File: src/rtl/aes_block_loader.sv
// Byte-stream loader feeding the AES SPI master: assembles key/message bytes,
// commits them atomically, launches the core and holds its result until acked.
// Optional inter-byte timeout enabled by defining AES_LOADER_TIMEOUT_EN.
module aes_block_loader #(
  parameter int nk             = 4,
  parameter int nb             = 4,
  parameter int TIMEOUT_CYCLES = 1024
) (
  input  logic             clk,
  input  logic             rst,
  input  logic [7:0]       byte_in,
  input  logic             byte_valid,
  output logic             byte_ready,
  output logic [32*nb-1:0] msg_out,
  output logic [32*nk-1:0] key_out,
  output logic             start,
  input  logic             core_done,
  input  logic [32*nb-1:0] core_result,
  output logic [32*nb-1:0] result,
  output logic             result_valid,
  input  logic             result_ack,
  output logic             key_loaded,
  output logic             busy,
  output logic             err,
  output logic [2:0]       fsm_state
);

  localparam int KW        = 32 * nk;
  localparam int MW        = 32 * nb;
  localparam int KEY_BYTES = 4 * nk;
  localparam int MSG_BYTES = 4 * nb;
  localparam int CW        = 6;

  typedef enum logic [2:0] {
    IDLE      = 3'd0,
    LOAD_KEY  = 3'd1,
    LOAD_MSG  = 3'd2,
    START     = 3'd3,
    WAIT_DONE = 3'd4,
    HOLD      = 3'd5
  } state_t;

  state_t        state, next_state;
  logic [CW-1:0] cnt;
  logic [KW-1:0] key_stage;
  logic [MW-1:0] msg_stage;
  logic [KW-1:0] key_shift;
  logic [MW-1:0] msg_shift;

  // Handshake: a byte transfers on a rising edge where byte_valid && byte_ready;
  // byte_ready depends only on state, never on byte_valid.
  logic accept;
  logic cmd_err, clr_load, key_commit, msg_commit, latch_result, timeout_hit;

  assign byte_ready = (state == IDLE) || (state == LOAD_KEY) || (state == LOAD_MSG);
  assign accept     = byte_valid && byte_ready;
  assign busy       = (state != IDLE);
  assign start      = (state == START);
  assign fsm_state  = state;

  // First byte of a load ends up in the top byte once all bytes are in.
  assign key_shift = {key_stage[KW-9:0], byte_in};
  assign msg_shift = {msg_stage[MW-9:0], byte_in};

`ifdef AES_LOADER_TIMEOUT_EN
  localparam int TW = $clog2(TIMEOUT_CYCLES + 1);
  logic [TW-1:0] idle_cnt;
  logic          loading;

  assign loading     = (state == LOAD_KEY) || (state == LOAD_MSG);
  assign timeout_hit = loading && !accept && (idle_cnt == TW'(TIMEOUT_CYCLES - 1));

  always_ff @(posedge clk or posedge rst) begin
    if (rst) begin
      idle_cnt <= '0;
    end else if (loading && !accept && !timeout_hit) begin
      idle_cnt <= idle_cnt + 1'b1;
    end else begin
      idle_cnt <= '0;
    end
  end
`else
  assign timeout_hit = 1'b0;
`endif

  always_ff @(posedge clk or posedge rst) begin
    if (rst) begin
      state <= IDLE;
    end else begin
      state <= next_state;
    end
  end

  always_comb begin
    next_state   = state;
    cmd_err      = 1'b0;
    clr_load     = 1'b0;
    key_commit   = 1'b0;
    msg_commit   = 1'b0;
    latch_result = 1'b0;
    case (state)
      IDLE: begin
        if (accept) begin
          if (byte_in == 8'h4B) begin
            next_state = LOAD_KEY;
            clr_load   = 1'b1;
          end else if (byte_in == 8'h4D && key_loaded) begin
            next_state = LOAD_MSG;
            clr_load   = 1'b1;
          end else begin
            cmd_err = 1'b1;
          end
        end
      end
      LOAD_KEY: begin
        if (accept && cnt == CW'(KEY_BYTES - 1)) begin
          key_commit = 1'b1;
          next_state = IDLE;
        end else if (timeout_hit) begin
          clr_load   = 1'b1;
          next_state = IDLE;
        end
      end
      LOAD_MSG: begin
        if (accept && cnt == CW'(MSG_BYTES - 1)) begin
          msg_commit = 1'b1;
          next_state = START;
        end else if (timeout_hit) begin
          clr_load   = 1'b1;
          next_state = IDLE;
        end
      end
      START: next_state = WAIT_DONE;
      WAIT_DONE: begin
        if (core_done) begin
          latch_result = 1'b1;
          next_state   = HOLD;
        end
      end
      HOLD: begin
        if (result_ack) next_state = IDLE;
      end
      default: next_state = IDLE;
    endcase
  end

  always_ff @(posedge clk or posedge rst) begin
    if (rst) begin
      cnt          <= '0;
      key_stage    <= '0;
      msg_stage    <= '0;
      key_out      <= '0;
      msg_out      <= '0;
      key_loaded   <= 1'b0;
      result       <= '0;
      result_valid <= 1'b0;
      err          <= 1'b0;
    end else begin
      err <= cmd_err || timeout_hit;
      if (clr_load) begin
        cnt       <= '0;
        key_stage <= '0;
        msg_stage <= '0;
      end else if (accept && state == LOAD_KEY) begin
        cnt       <= cnt + 1'b1;
        key_stage <= key_shift;
      end else if (accept && state == LOAD_MSG) begin
        cnt       <= cnt + 1'b1;
        msg_stage <= msg_shift;
      end
      if (key_commit) begin
        key_out    <= key_shift;
        key_loaded <= 1'b1;
      end
      if (msg_commit) begin
        msg_out <= msg_shift;
      end
      if (latch_result) begin
        result       <= core_result;
        result_valid <= 1'b1;
      end else if (state == HOLD && result_ack) begin
        result_valid <= 1'b0;
      end
    end
  end

endmodule

File: config.mk
export PLATFORM = sky130hd
export DESIGN_NAME = aes_block_loader
export DESIGN_NICKNAME = d
export VERILOG_FILES = /design/src/rtl/aes_block_loader.sv
export SDC_FILE = /design/constraint.sdc
export NUM_CORES = 1
export LEC_CHECK = 0
export CAP_MARGIN = 20
export CORE_MARGIN = 1.5
export CORE_UTILIZATION = 40
export DETAILED_ROUTE_END_ITERATION = 10
export GPL_TIMING_DRIVEN = 0
export PLACE_DENSITY = 0.67
export SLEW_MARGIN = 40
export SYNTH_ARGS = -nofsm -noshare
export SYNTH_HDL_FRONTEND = slang
export SYNTH_SLANG_ARGS = --single-unit
File: constraint.sdc
create_clock -name clk -period 26.5 [get_ports clk]
set_input_delay 7.95 -clock clk [delete_from_list [all_inputs] [get_ports clk]]
set_output_delay 7.95 -clock clk [all_outputs]
set_load 0.03 [all_outputs]
### Word level (Yosys, flattened, before mapping)

Index checks and enable logic that the tools add are counted.
Widths: inputs -> output; s select.

| operators by class | value |
|---|---|
| $add $sub $neg | 1 |
| multipliers | 0 |
| div/mod/pow operators | 0 |
| magnitude comparators | 0 |
| equality and inequality tests | 15 |
| shifts and indexed selects | 0 |
| mux-type cells | 31 |
| bitwise gates (word level) | 0 |
| reductions and logical operators | 16 |

Operators by type and width:

| operator | number |
|---|---|
| $mux 120 | 5 |
| $mux 3 | 7 |
| $mux 6 | 3 |
| $pmux 3 s6 | 1 |
| $eq 8x7->1 const B | 2 |
| $mux 1 | 15 |
| $ne 2x2->1 const B | 4 |
| $add 6x1->6 const B | 1 |
| $eq 3x2->1 const B | 2 |
| $eq 3x3->1 const B | 2 |
| $eq 6x4->1 const B | 1 |
| $logic_and 1x1->1 | 6 |
| $reduce_and 6->1 | 1 |
| $reduce_bool 2->1 | 3 |
| $reduce_bool 3->1 | 2 |
| $ne 2x1->1 const B | 2 |
| $eq 3x1->1 const B | 1 |
| $logic_not 3->1 | 1 |
| $ne 3x1->1 const B | 1 |
| $logic_or 1x1->1 | 2 |
| $reduce_and 2->1 | 1 |

| storage, ports and cells | value |
|---|---|
| bits in registers | 636 |
| latch bits | 0 |
| bits in writable memories | 0 |
| bits in read-only memories | 0 |
| input bits | 141 |
| memories | 0 |

### Logic depth before layout (Yosys ltp)

| logic depth | value |
|---|---|
| depth after elaboration | 8 |
| mapped depth | 7 |

### Least setup slack after synthesis

No wires, ideal clock.

| timing path | value |
|---|---|
| path type | register to output |
| from | register state[0], in the netlist fsm_state[0] |
| to | output start |
| arrival time | 1.482 ns |
| required time | 18.550 ns |
| path slack | 17.068 ns |
| stages on the path, launching flop included | 3 |
| buffers on the path | 0 |
| cell sequence | dfrtp_1 > inv_1 > nor3_1 |

| on the way | value |
|---|---|
| longest elaborated chain between the ends | 1 |

Ends and longest elaborated chain:

| what | line | source |
|---|---|---|
| start, declared | 43 | `state_t state, next_state;` |
| start signal, assigned | 90 | `state <= next_state;` |
| $eq 3x2->1 | 58 | `assign start = (state == START);` |
| end, declared | 16 | `output logic start,` |

No other way between the ends.

### Final worst setup path

| timing path | value |
|---|---|
| from | register state[2], in the netlist fsm_state[2] |
| to | output start |

The elaborated chain is that of the path after synthesis.

==> results_dict.tcl <==
set metrics [dict create \
    period_minus_slack_ps 10330 \
    cts_tree "yes" \
    crit_path_max_fanout 10 \
    period_share 0.390 \
    syn_inst 1941 \
    first_pass_iters 5 \
    avgSynthCellArea_um2 12.7 \
    grt_pass1_wl_um 104000 \
    vias 16912 \
    cp_data_required_time_ps 18550 \
    synth-edff-count 0 \
    p_seq_frac 0.487 \
    p_comb_frac 0.036 \
    ios 534 \
    clock_tree.root_cell "clkbuf_16" \
    dp_cells 3265 \
    setup.worst_path.end_class "output port" \
    cts_made_buffers 69 \
    clk_pin_slew_ps 60 \
    sw_frac_of_total 0.218 \
    synth_area_leaders "dfrtp_1 65%, mux2_2 9.5%, mux2_1 8.1%" \
    ys_ff_latch 636 \
    total_power_uw 2050 \
    setup_viol 0 \
    chipHeight_um 251 \
    place_congestion 0.864 \
    reg2regPathDepth 4 \
    synth.distinct_cells 43 \
    finalClockSkew_ps 30.6 \
    synth.top_cells.by_count "636 x dfrtp_1, 488 x nand2_1, 239 x a21oi_1" \
    cp_data_arrival_time_ps 2380 \
    post_drt_via_cell_ratio 4.99 \
    async_flop_share 1.00 \
    grt_usage 0.214 \
    p_leak_uw 0.0157 \
    status "completed" \
    antenna_found_initial 0 \
    grt-ovfl-total 0 \
    drive_above_1_share 0.165 \
    clock_latency_ps 610 \
    slew_headroom 0.555 \
    drc_errors 0 \
    whs_path_depth 1 \
    cts_sinks 636 \
    rsz0062_at_grt "false" \
    grt_pass1_vias 17904 \
    critPathKind "register to output port" \
    worst_slew_pin_slew_ps 667 \
    start_kind "register" \
    start_util 0.406 \
    cap_viol_max_count 0 \
    fin_cells 3388 \
    p_int_uw 1610 \
    synth_top_area_share 0.647 \
    cts_setup_buffers 0 \
    synth_flop_cell "dfrtp_1" \
    areaGrowthSynthToFinish_pct 36.2 \
    ys_warn_count 0 \
    syn_nets 2083 \
    yosysMostFrequentCell "dfrtp_1" \
    wirelength_um 67000 \
    dieArea_um2 63000 \
    hold_path_class "register to register" \
    p_sw_uw 449 \
    routedWlPerCell_um 19.8 \
    synthesis.area_um2 24600 \
    hold_violations 0 \
    power_density_nw_per_um2 61.3 \
    dp_hpwl_um 49600 \
    vdd_ir_drop_max_v 0.0000515 \
    cts_hold_buf 0 \
    coreArea_um2 60600 \
    p_clk_frac 0.477 \
    fin_setup_tns_ps 0 \
    clock.fmax_mhz 96.8 \
    grt_start_max_net_pins 84 \
    die_x_um 251 \
    seq_area_frac_synth 0.647 \
    port_buffers 533 \
    ctsHtreeMaxLevel 3 \
    cts_max_path_buffers 3 \
    cts_resized 0 \
    ant_nets 0 \
    yosysTopAreaCell "dfrtp_1" \
    layout.nets 2696 \
    slew_viol_final 0 \
    rows 90 \
    drt_iter0_drc 925 \
]
worst max-delay path, stage by stage (launching register included):
cell             delay [ps]
dfrtp_1                 430
clkbuf_1                230
nor3_1                  320
clkdlybuf4s50_1         800
through the flow:
step | utilization | area, µm² | setup WS (ps) | hold slack [ps]
after CTS | 0.553 | 33500 | 16130 | 488
after global placement | 0.511 | 30900 | -5760 | 465
after global routing | 0.553 | 33500 | 16080 | 493
after detailed placement | 0.515 | 31200 | 16020 | 474
final | 0.553 | 33500 | 16170 | 483
after floorplan | - | 24600 | 734 | 479
sequential cells by signal, indices dropped and copies added (netlist names), 3 cells and up:
signal / count
cnt: 6
fsm_state: 3
key_out: 128
key_stage: 120
msg_out: 128
msg_stage: 120
result: 128
power groups by stage:
stage	sequential, µW	combinational (µW)	clock [µW]
final	1000	74.3	979
after detailed placement	1020	76.3	0
after global placement	1020	68.2	0
after CTS	1000	76.4	1000
after floorplan	1010	35.5	0
after global routing	1000	83.9	1040
worst paths after layout:
path,end,slack [ps],startpoint
hold / removal,msg_out[62],480,msg_out[62]
setup reg to reg,result[14],24310,fsm_state[0]
hold reg to reg,msg_out[62],480,msg_out[62]
setup / recovery,start,16170,fsm_state[2]
min in group asynchronous,result[18],7730,rst
max in group asynchronous,key_out[111],16790,rst
final cells by class:
cell class / count / area (µm²)
diodes: 2 / 5.00
flip-flops and latches: 636 / 15900
fillers: 5034 / 27100
repair buffers: 542 / 5580
clock inverters: 21 / 348
well taps: 782 / 978
multi-input cells: 1175 / 7790
plain buffers: 125 / 892
clock buffers: 100 / 1990
inverters: 5 / 26.3
logic make-up after synthesis:
group | Yosys count | synth area share
buffers and inverters | 130 | 0.0370
XOR/XNOR | 6 | 0.00213
adder cells (fa/ha/maj) | 1 | 0.000508
AND/OR/NAND/NOR | 527 | 0.0847
flip-flops | 636 | 0.647
multiplexers | 384 | 0.176
AO/OA/AOI/OAI | 257 | 0.0534
layer usage:
metal,GRT usage,up-vias,routed length [µm]
met1,0.265,8586,27300
met3,0.0632,107,4760
li1,-,7756,-
met4,0.0726,0,1910
met5,0,-,0
met2,0.358,463,33100
cell usage in the layout (no fill, tap or decap), drive strengths merged, types with 2 or more instances in the layout:
master	Yosys	routed
a21oi	239	239
buf	102	111
bufinv	0	6
clkbuf	23	123
clkdlybuf4s50	0	533
clkinv	0	11
clkinvlp	0	2
dfrtp	636	636
diode	0	2
inv	5	7
mux2	384	384
nand2	488	488
nand2b	5	5
nand3	3	3
nor2	12	12
nor3	4	4
nor3b	2	2
nor4	2	2
o21ai	10	10
xnor2	6	6
(Power assumes the default switching activity.)
